===== src/rtl/muldiv_sequencer_pkg.sv =====
// Shared types for the iterative RV32M multiply/divide unit: opcode and
// sequencer state encodings plus the default iteration count.
package muldiv;

  localparam int ITERATIONS = 32;

  typedef enum logic [2:0] {
    MUL    = 3'd0,
    MULH   = 3'd1,
    MULHSU = 3'd2,
    MULHU  = 3'd3,
    DIV    = 3'd4,
    DIVU   = 3'd5,
    REM    = 3'd6,
    REMU   = 3'd7
  } op_t;

  typedef enum logic [1:0] {
    IDLE = 2'd0,
    CALC = 2'd1,
    FIX  = 2'd2,
    DONE = 2'd3
  } state_t;

  // Two's-complement magnitude when the operand is treated as signed.
  function automatic logic [31:0] magnitude(input logic [31:0] value, input logic is_signed);
    return (is_signed && value[31]) ? (~value + 32'd1) : value;
  endfunction

endpackage


===== src/rtl/muldiv_sequencer_add.sv =====
// Ripple-style adder/subtractor shared by the multiply accumulate and the
// divide trial subtraction; carry_out is "no borrow" when subtracting.
module add #(
  parameter int WIDTH = 32
) (
  input  logic [WIDTH-1:0] a_in,
  input  logic [WIDTH-1:0] b_in,
  input  logic             neg_b_in,
  output logic [WIDTH-1:0] sum_out,
  output logic             carry_out
);

  logic [WIDTH-1:0] b_eff;

  assign b_eff = neg_b_in ? ~b_in : b_in;
  assign {carry_out, sum_out} = {1'b0, a_in} + {1'b0, b_eff} + {{WIDTH{1'b0}}, neg_b_in};

endmodule


===== src/rtl/muldiv_sequencer.sv =====
// Iterative RV32M multiply/divide: shift-add multiply and restoring divide on
// unsigned magnitudes, sign fix-up afterwards, result held until acknowledged.
module muldiv_sequencer #(
  parameter int ITERATIONS = muldiv::ITERATIONS
) (
  input  logic              clk,
  input  logic              rst,
  input  logic              start_in,
  input  muldiv::op_t       op_in,
  input  logic [31:0]       a_in,
  input  logic [31:0]       b_in,
  input  logic              flush_in,
  input  logic              ack_in,
  output logic              busy_out,
  output logic              done_out,
  output logic [31:0]       result_out
);
  import muldiv::*;

  localparam int CW = (ITERATIONS > 1) ? $clog2(ITERATIONS) : 1;
  localparam logic [CW-1:0] LAST = CW'(ITERATIONS - 1);

  state_t        state_reg;
  op_t           op_reg;
  logic          neg_reg;
  logic [CW-1:0] count_reg;
  logic [31:0]   hi_reg;
  logic [31:0]   lo_reg;
  logic [31:0]   b_reg;
  logic [31:0]   result_reg;

  logic        a_signed, b_signed, a_neg, b_neg;
  logic        is_div, is_rem, div_zero, div_ovf, special, neg_next;
  logic [31:0] a_mag, b_mag, special_result;

  always_comb begin
    a_signed = (op_in == MULH) || (op_in == MULHSU) || (op_in == DIV) || (op_in == REM);
    b_signed = (op_in == MULH) || (op_in == DIV) || (op_in == REM);
    a_neg    = a_signed && a_in[31];
    b_neg    = b_signed && b_in[31];
    a_mag    = magnitude(a_in, a_signed);
    b_mag    = magnitude(b_in, b_signed);
    is_div   = op_in[2];
    is_rem   = op_in[2] && op_in[1];
    div_zero = is_div && (b_in == 32'd0);
    div_ovf  = ((op_in == DIV) || (op_in == REM)) &&
               (a_in == 32'h8000_0000) && (b_in == 32'hFFFF_FFFF);
    special  = div_zero || div_ovf;
    if (div_zero) special_result = is_rem ? a_in : 32'hFFFF_FFFF;
    else          special_result = is_rem ? 32'd0 : 32'h8000_0000;
    // One flag covers product, quotient or remainder depending on the op.
    case (op_in)
      MULH, DIV:   neg_next = a_neg ^ b_neg;
      MULHSU, REM: neg_next = a_neg;
      default:     neg_next = 1'b0;
    endcase
  end

  logic        div_op;
  logic [31:0] add_a, add_sum;
  logic        add_carry;

  assign div_op = op_reg[2];
  assign add_a  = div_op ? {hi_reg[30:0], lo_reg[31]} : hi_reg;

  add #(.WIDTH(32)) u_add (
    .a_in      (add_a),
    .b_in      (b_reg),
    .neg_b_in  (div_op),
    .sum_out   (add_sum),
    .carry_out (add_carry)
  );

  logic [32:0] mul_acc;
  logic        no_borrow;
  logic [31:0] div_rem;

  assign mul_acc   = lo_reg[0] ? {add_carry, add_sum} : {1'b0, hi_reg};
  // A set remainder MSB means the shifted value already exceeds any divisor.
  assign no_borrow = hi_reg[31] | add_carry;
  assign div_rem   = no_borrow ? add_sum : add_a;

  logic [63:0] prod_fix;
  logic [31:0] rem_fix, fix_result;

  always_comb begin
    prod_fix = neg_reg ? (~{hi_reg, lo_reg} + 64'd1) : {hi_reg, lo_reg};
    rem_fix  = neg_reg ? (~hi_reg + 32'd1) : hi_reg;
    case (op_reg)
      MUL, DIV, DIVU:      fix_result = prod_fix[31:0];
      MULH, MULHSU, MULHU: fix_result = prod_fix[63:32];
      default:             fix_result = rem_fix;
    endcase
  end

  always_ff @(posedge clk or negedge rst) begin
    if (!rst) begin
      state_reg  <= IDLE;
      op_reg     <= MUL;
      neg_reg    <= 1'b0;
      count_reg  <= '0;
      hi_reg     <= '0;
      lo_reg     <= '0;
      b_reg      <= '0;
      result_reg <= '0;
    end else if (flush_in) begin
      state_reg <= IDLE;
    end else begin
      case (state_reg)
        IDLE: begin
          if (start_in) begin
            op_reg    <= op_in;
            neg_reg   <= neg_next;
            count_reg <= '0;
            hi_reg    <= '0;
            lo_reg    <= a_mag;
            b_reg     <= b_mag;
            if (special) begin
              result_reg <= special_result;
              state_reg  <= DONE;
            end else begin
              state_reg <= CALC;
            end
          end
        end
        CALC: begin
          if (div_op) begin
            hi_reg <= div_rem;
            lo_reg <= {lo_reg[30:0], no_borrow};
          end else begin
            hi_reg <= mul_acc[32:1];
            lo_reg <= {mul_acc[0], lo_reg[31:1]};
          end
          count_reg <= count_reg + CW'(1);
          if (count_reg == LAST) state_reg <= FIX;
        end
        FIX: begin
          result_reg <= fix_result;
          state_reg  <= DONE;
        end
        DONE: begin
          if (ack_in) state_reg <= IDLE;
        end
        default: state_reg <= IDLE;
      endcase
    end
  end

  assign busy_out   = rst && (((state_reg == IDLE) && start_in && !flush_in) ||
                              (state_reg == CALC) || (state_reg == FIX));
  assign done_out   = (state_reg == DONE);
  assign result_out = result_reg;

endmodule


===== config.mk =====
export PLATFORM = sky130hd
export DESIGN_NAME = muldiv_sequencer
export DESIGN_NICKNAME = d
export VERILOG_FILES = /design/src/rtl/muldiv_sequencer_pkg.sv /design/src/rtl/muldiv_sequencer_add.sv /design/src/rtl/muldiv_sequencer.sv
export SDC_FILE = /design/constraint.sdc
export NUM_CORES = 1
export LEC_CHECK = 0
export BUFFER_PORTS_ARGS = -buffer_cell sky130_fd_sc_hd__buf_2
export CAP_MARGIN = 20
export CORE_ASPECT_RATIO = 1.25
export CORE_MARGIN = 2
export CORE_UTILIZATION = 60
export DETAILED_ROUTE_END_ITERATION = 7
export PLACE_DENSITY = 0.8
export SYNTH_ARGS = -nofsm -noshare
export SYNTH_HDL_FRONTEND = slang
export SYNTH_HIERARCHICAL = 1
export SYNTH_SLANG_ARGS = --single-unit

===== constraint.sdc =====
create_clock -name clk -period 9.5 [get_ports clk]
set_clock_uncertainty 0.15 [all_clocks]
set_input_delay 0.95 -clock clk [delete_from_list [all_inputs] [get_ports clk]]
set_output_delay 0.95 -clock clk [all_outputs]
set_load 0.01 [all_outputs]

==> impl_metrics.tcl, run 1 <==
set metrics [dict create \
    setup_violations 0 \
    drcViolationCount 1 \
    place_area_mm2 0.0147 \
    antenna_found_initial 2 \
    timing.hold.ws_ns 0.318 \
    drive_above_1_share 0.120 \
    dieArea_mm2 0.0250 \
    wl_per_cell_um 24.5 \
    grt.total_usage 0.420 \
    hold_viol_final 0 \
    worstPathArrival_ns 5.69 \
    ys_ff_latch 139 \
    synth-async-reset-ratio 1.00 \
    r2r_end "hi_reg[8]" \
    r2r_cells 16 \
    totalWireLength_um 52600 \
    cts.sinks 139 \
    cts_root_buffer "clkbuf_16" \
    die_w_um 142 \
    die_height_um 176 \
    diodes 0 \
    cp.required_ns 9.68 \
    hp-start "result_out[9]" \
    cts_tree "built" \
    postCtsHoldBufs 0 \
    worst-path-max-fanout 103 \
    min_path_type "reg2reg" \
    grt_max_degree 104 \
    grt_pass1_vias 14000 \
    yosysWarnings 6 \
    viasPerCell 6.95 \
    violations "design-rule violations" \
    via_count 14900 \
    fin_nets 1964 \
    ant_nets 0 \
    area_growth_pct 7.91 \
    p_leak_uw 0.00648 \
    slew_headroom 0.265 \
    slew_violations 0 \
    postSynthNetCount 1984 \
    end_kind "flip-flop" \
    timing.fmax_mhz 181 \
    hpwl_um 38000 \
    fp.coreArea_mm2 0.0235 \
    dp.cells 2118 \
    status "finished with violations" \
    postLayoutCellArea_mm2 0.0153 \
    max-cap-violations 0 \
    yosysUniqueCellTypes 80 \
    rsz0062_at_grt "false" \
    tns_ns 0 \
    cts.reportedPaths.clkPinSlew_ns 0.06 \
    cts_made_buffers 17 \
    p_per_area_mw_per_mm2 384 \
    hold_end "result_out[9]" \
    port_buffers 105 \
    reg2reg_slack_ns 3.99 \
    drt_pass1_iterations 8 \
    worstHoldPathCells 2 \
    cts_setup_buffers 0 \
    regToRegStartpoint "op_reg[2]" \
    synth_area_mm2 0.0142 \
    clock_latency_ns 0.45 \
    clk_path_buf_depth 2 \
    synthCells 1866 \
    gp_congestion 1.01 \
    seq_area_frac_synth 0.245 \
    critPathKind "reg2reg" \
    min_period_over_period 0.580 \
    final_cells 2151 \
    crit_path_start "op_reg[2]" \
    synth_enable_flop_cells 0 \
    post-route-min-period_ns 5.51 \
    io_pins 106 \
    grt_pass1_wl_um 80800 \
    cts-resized-gates 0 \
    synthFlopType "dfrtp_1" \
    num_rows 63 \
    htreeDepth 4 \
    initial_core_util 0.605 \
    grt_overflow 0 \
    total_power_uw 5890 \
    ir_worst_vdd_mv 0.274 \
    synth_area_per_cell_um2 7.62 \
    fill_cells 2097 \
    initialDrtViolationCount 1340 \
    start_kind "flip-flop" \
    tightest_slew_ns 1.10 \
]
placed cells by master (no fill, tap or decap), types with 8 or more instances in the layout:
| cell type | instances |
|---|---|
| nand2_1 | 191 |
| o21ai_0 | 169 |
| a21oi_1 | 141 |
| dfrtp_1 | 136 |
| nor2_1 | 127 |
| buf_2 | 104 |
| xor2_1 | 86 |
| mux2i_1 | 72 |
| xnor2_1 | 67 |
| nor3_1 | 50 |
| o31ai_1 | 44 |
| ha_1 | 44 |
| inv_1 | 41 |
| nand3_1 | 41 |
| a211oi_1 | 40 |
| nor4_1 | 34 |
| mux2_2 | 33 |
| a22o_1 | 32 |
| nand2b_1 | 31 |
| nand4_1 | 29 |
| nor2b_1 | 29 |
| or3_1 | 23 |
| or4_1 | 18 |
| o41ai_1 | 18 |
| buf_4 | 18 |
| o211ai_1 | 17 |
| clkbuf_16 | 17 |
| a31oi_1 | 16 |
| a21o_1 | 12 |
| o21bai_1 | 10 |
| o221ai_1 | 10 |
| o21a_1 | 9 |
| o22ai_1 | 8 |
routing by layer:
layer	global-route usage	wire, um
met1	0.489	19200
met2	0.679	24400
met3	0.0768	4100
met4	0.336	4860
met5	0	13
power by group:
group / switching, uW / leakage, uW / internal (uW)
combinational: 2390 / 0.00439 / 1420
sequential: 540 / 0.00178 / 807
clock: 296 / 0.000304 / 434
total: 3230 / 0.00648 / 2660
cell usage after synthesis, types with 7 or more instances:
| cell type | n | share of area |
|---|---|---|
| nand2_1 | 191 | 0.050 |
| o21ai_0 | 169 | 0.059 |
| a21oi_1 | 142 | 0.050 |
| clkbuf_1 | 142 | 0.037 |
| dfrtp_1 | 139 | 0.24 |
| nor2_1 | 129 | 0.034 |
| xor2_1 | 86 | 0.053 |
| mux2i_1 | 72 | 0.051 |
| xnor2_1 | 67 | 0.041 |
| nor3_1 | 51 | 0.018 |
| ha_1 | 45 | 0.040 |
| o31ai_1 | 44 | 0.023 |
| inv_1 | 41 | 0.011 |
| nand3_1 | 41 | 0.014 |
| a211oi_1 | 40 | 0.021 |
| nor4_1 | 34 | 0.015 |
| mux2_2 | 33 | 0.026 |
| a22o_1 | 32 | 0.020 |
| nand2b_1 | 31 | 0.014 |
| nand4_1 | 29 | 0.013 |
| nor2b_1 | 29 | 0.013 |
| or3_1 | 23 | 0.010 |
| o41ai_1 | 18 | 0.011 |
| or4_1 | 18 | 0.0095 |
| o211ai_1 | 17 | 0.0090 |
| a31oi_1 | 16 | 0.0070 |
| buf_1 | 15 | 0.0040 |
| a21o_1 | 12 | 0.0063 |
| o21bai_1 | 10 | 0.0053 |
| o221ai_1 | 10 | 0.0062 |
| o21a_1 | 9 | 0.0048 |
| o22ai_1 | 8 | 0.0035 |
| a221oi_1 | 7 | 0.0043 |
| and2_1 | 7 | 0.0031 |
| and3_1 | 7 | 0.0031 |
kinds of logic after synthesis:
logic type,Yosys count,synth area share
flip-flops,139,0.245
XOR/XNOR,153,0.0943
AND/OR/NAND/NOR,619,0.215
AO/OA/AOI/OAI,599,0.273
buffers and inverters,205,0.0552
adder cells (fa/ha/maj),46,0.0410
multiplexers,105,0.0768
per-stage QoR:
step           utilization  setup WS [ns]
4_1_cts              0.652           3.76
3_5_place_dp         0.625           3.82
2_1_floorplan            -           4.68
6_report             0.653           3.99
5_1_grt              0.653           3.61
3_3_place_gp         0.625           3.91
area by class of cell:
type | instances | area [um^2] | area share
multi-input combinational | 1522 | 9990 | 0.651
sequential | 139 | 3480 | 0.227
timing repair buffer | 125 | 714 | 0.0466
clock buffer | 19 | 453 | 0.0295
tap | 292 | 365 | 0.0238
clock inverter | 13 | 178 | 0.0116
inverter | 41 | 154 | 0.0100
worst max path at each step:
| stage | to | slack, ns | cells past startpoint |
|---|---|---|---|
| 6_report | hi_reg[8] | 3.99 | 16 |
| 5_1_grt | hi_reg[12] | 3.61 | 16 |
| 4_1_cts | hi_reg[1] | 3.76 | 15 |
| 3_5_place_dp | hi_reg[1] | 3.82 | 15 |
| 3_3_place_gp | hi_reg[1] | 3.91 | 15 |
| 2_1_floorplan | hi_reg[24] | 4.68 | 18 |
worst max-delay path, stage by stage (launching register included):
cell	delay [ns]
dfrtp_4	1.04
buf_12	0.51
o21ai_0	0.23
mux2i_1	0.41
fa_1	0.30
nor2b_1	0.08
o2111a_1	0.27
o2111ai_1	0.24
nand2_1	0.13
a21oi_1	0.37
o21a_1	0.20
nor3_1	0.10
nor2_4	0.54
buf_16	0.25
mux2i_1	0.21
a21oi_1	0.09
a22o_1	0.21
(Power assumes the default switching activity.)
==> inputs of run 2 (changes only) <==
--- a/config.mk
+++ b/config.mk
@@ -9,9 +9,9 @@
 export CAP_MARGIN = 20
 export CORE_ASPECT_RATIO = 1.25
 export CORE_MARGIN = 2
-export CORE_UTILIZATION = 60
+export CORE_UTILIZATION = 57
 export DETAILED_ROUTE_END_ITERATION = 7
-export PLACE_DENSITY = 0.8
+export PLACE_DENSITY = 0.79
 export SYNTH_ARGS = -nofsm -noshare
 export SYNTH_HDL_FRONTEND = slang
 export SYNTH_HIERARCHICAL = 1
==> constraint.sdc (replaced) <==
create_clock -name clk -period 4.99 [get_ports clk]
set_clock_uncertainty 0.15 [all_clocks]
set_input_delay 0.499 -clock clk [delete_from_list [all_inputs] [get_ports clk]]
set_output_delay 0.499 -clock clk [all_outputs]
set_load 0.01 [all_outputs]
==> run 2 against run 1 <==
Effect of this change: the run now ends clean; combinational power is 98% higher; non-clock buffer count is 29 higher; register-to-register slack worse by 3.7 ns; critical path type unchanged; largest cell class unchanged; critical path depth is 2 higher; sequential power is 80% higher; total power is 91% higher.
==> impl_metrics.tcl, run 2 (synthesis results as in run 1) <==
set metrics [dict create \
    p_leak_uw 0.00659 \
    num_rows 64 \
    tightest_slew_ns 0.977 \
    register_area_mm2 0.00348 \
    min_path_type "in2reg" \
    tns_ns 0 \
    hpwl_um 39400 \
    total_power_uw 11200 \
    cts_setup_buffers 0 \
    ir_worst_vdd_mv 0.395 \
    cts_made_buffers 17 \
    initial_core_util 0.580 \
    grt.total_usage 0.404 \
    post-route-min-period_ns 4.66 \
    worstPathArrival_ns 4.84 \
    worst-path-max-fanout 39 \
    slew_headroom 0.347 \
    setup_violations 0 \
    rsz0062_at_grt "false" \
    slew_violations 0 \
    ant_nets 0 \
    viasPerCell 6.87 \
    totalWireLength_um 53400 \
    via_count 15200 \
    grt_pass1_vias 14600 \
    start_kind "flip-flop" \
    diodes 0 \
    die_w_um 145 \
    gp_congestion 1.02 \
    cts.reportedPaths.clkPinSlew_ns 0.06 \
    grt_pass1_wl_um 83300 \
    multi_input_area_mm2 0.00999 \
    die_height_um 181 \
    fin_nets 1993 \
    cts-resized-gates 0 \
    layout_commonest_cell "nand2_1" \
    cts_tree "built" \
    final_cell_mix "nand2_1 (191), o21ai_0 (169), a21oi_1 (141), dfrtp_1 (136), nor2_1 (127)" \
    min_period_over_period 0.934 \
    cts.sinks 139 \
    clk_path_buf_depth 2 \
    antenna_found_initial 0 \
    dp_slack_ns 0.476 \
    postCtsHoldBufs 1 \
    fp.coreArea_mm2 0.0245 \
    final_core_util 0.635 \
    fill_cells 2223 \
    end_kind "flip-flop" \
    p_per_area_mw_per_mm2 722 \
    clock_latency_ns 0.45 \
    max-cap-violations 0 \
    critPathKind "reg2reg" \
    grt_max_degree 80 \
    area_growth_pct 9.36 \
    port_buffers 105 \
    io_pins 106 \
    wl_per_cell_um 24.1 \
    status "finished, final reports clean" \
    dieArea_mm2 0.0262 \
    setup_slack_ns 0.329 \
    hold_viol_final 0 \
    drive_above_1_share 0.132 \
    cp.required_ns 5.17 \
    htreeDepth 4 \
    drt_pass1_iterations 6 \
    timing.fmax_mhz 215 \
    cts_root_buffer "clkbuf_16" \
    grt_overflow 0 \
    drcViolationCount 0 \
    initialDrtViolationCount 1657 \
]
run 2: changes by cell type in the layout (fill, tap and decap cells not counted), sizes merged:
| cell | before | now |
|---|---|---|
| buf | 125 | 153 |
| clkinvlp | 2 | 3 |
| dlygate4sd3 | 0 | 1 |
| inv | 48 | 46 |
| clkbuf | 19 | 18 |
| bufinv | 3 | 1 |
| clkinv | 1 | 5 |
run 2: routing by layer:
metal	up-vias	track usage	share of wire
met5	-	0	0
met4	0	0.278	0.080
met3	248	0.0648	0.074
met2	873	0.691	0.48
met1	7213	0.463	0.36
li1	6895	-	-
run 2: metrics by stage:
step / hold WS (ns) / cell area, um^2 / cells
3_5_place_dp: 0.312 / 15000 / 2184
4_1_cts: 0.161 / 15500 / 2217
2_1_floorplan: 0.0534 / 14200 / 1866
5_1_grt: 0.167 / 15500 / 2218
3_3_place_gp: 0.302 / 15000 / 2184
6_report: 0.167 / 15500 / 2218
run 2: cell type report:
class	instances	share of cell area
clock buffers	18	0.0276
clock inverters	14	0.00869
inverters	41	0.00990
multi-input cells	1522	0.643
flip-flops and latches	139	0.224
well taps	330	0.0266
repair buffers	154	0.0604
run 2: report_power, final:
group / internal (uW) / switching, uW
Sequential: 1540 / 887
Combinational: 2810 / 4730
Clock: 694 / 562
run 2: path summary, 6_finish.rpt:
check	from	endpoint	slack (ns)	cells after the start
max reg2reg	op_reg[2]	hi_reg[26]	0.33	18
min in group asynchronous	rst	result_out[14]	0.44	2
min reg2reg	result_out[20]	result_out[20]	0.33	2
min	flush_in	state_reg[1]	0.17	2
max	op_reg[2]	hi_reg[26]	0.33	18
max in group asynchronous	rst	lo_reg[0]	3.33	3
run 2: worst max-delay path: stages, from the launching register on:
cell,delay [ns]
dfrtp_4,0.74
buf_4,0.33
buf_4,0.22
o21ai_0,0.16
inv_1,0.13
fa_1,0.23
nor2b_1,0.08
o2111a_1,0.26
o2111ai_1,0.28
nand2_1,0.14
a21oi_1,0.25
o21a_1,0.17
nor3_1,0.05
buf_4,0.16
nor2_4,0.39
buf_4,0.28
mux2i_1,0.22
a21oi_1,0.09
a22o_1,0.21
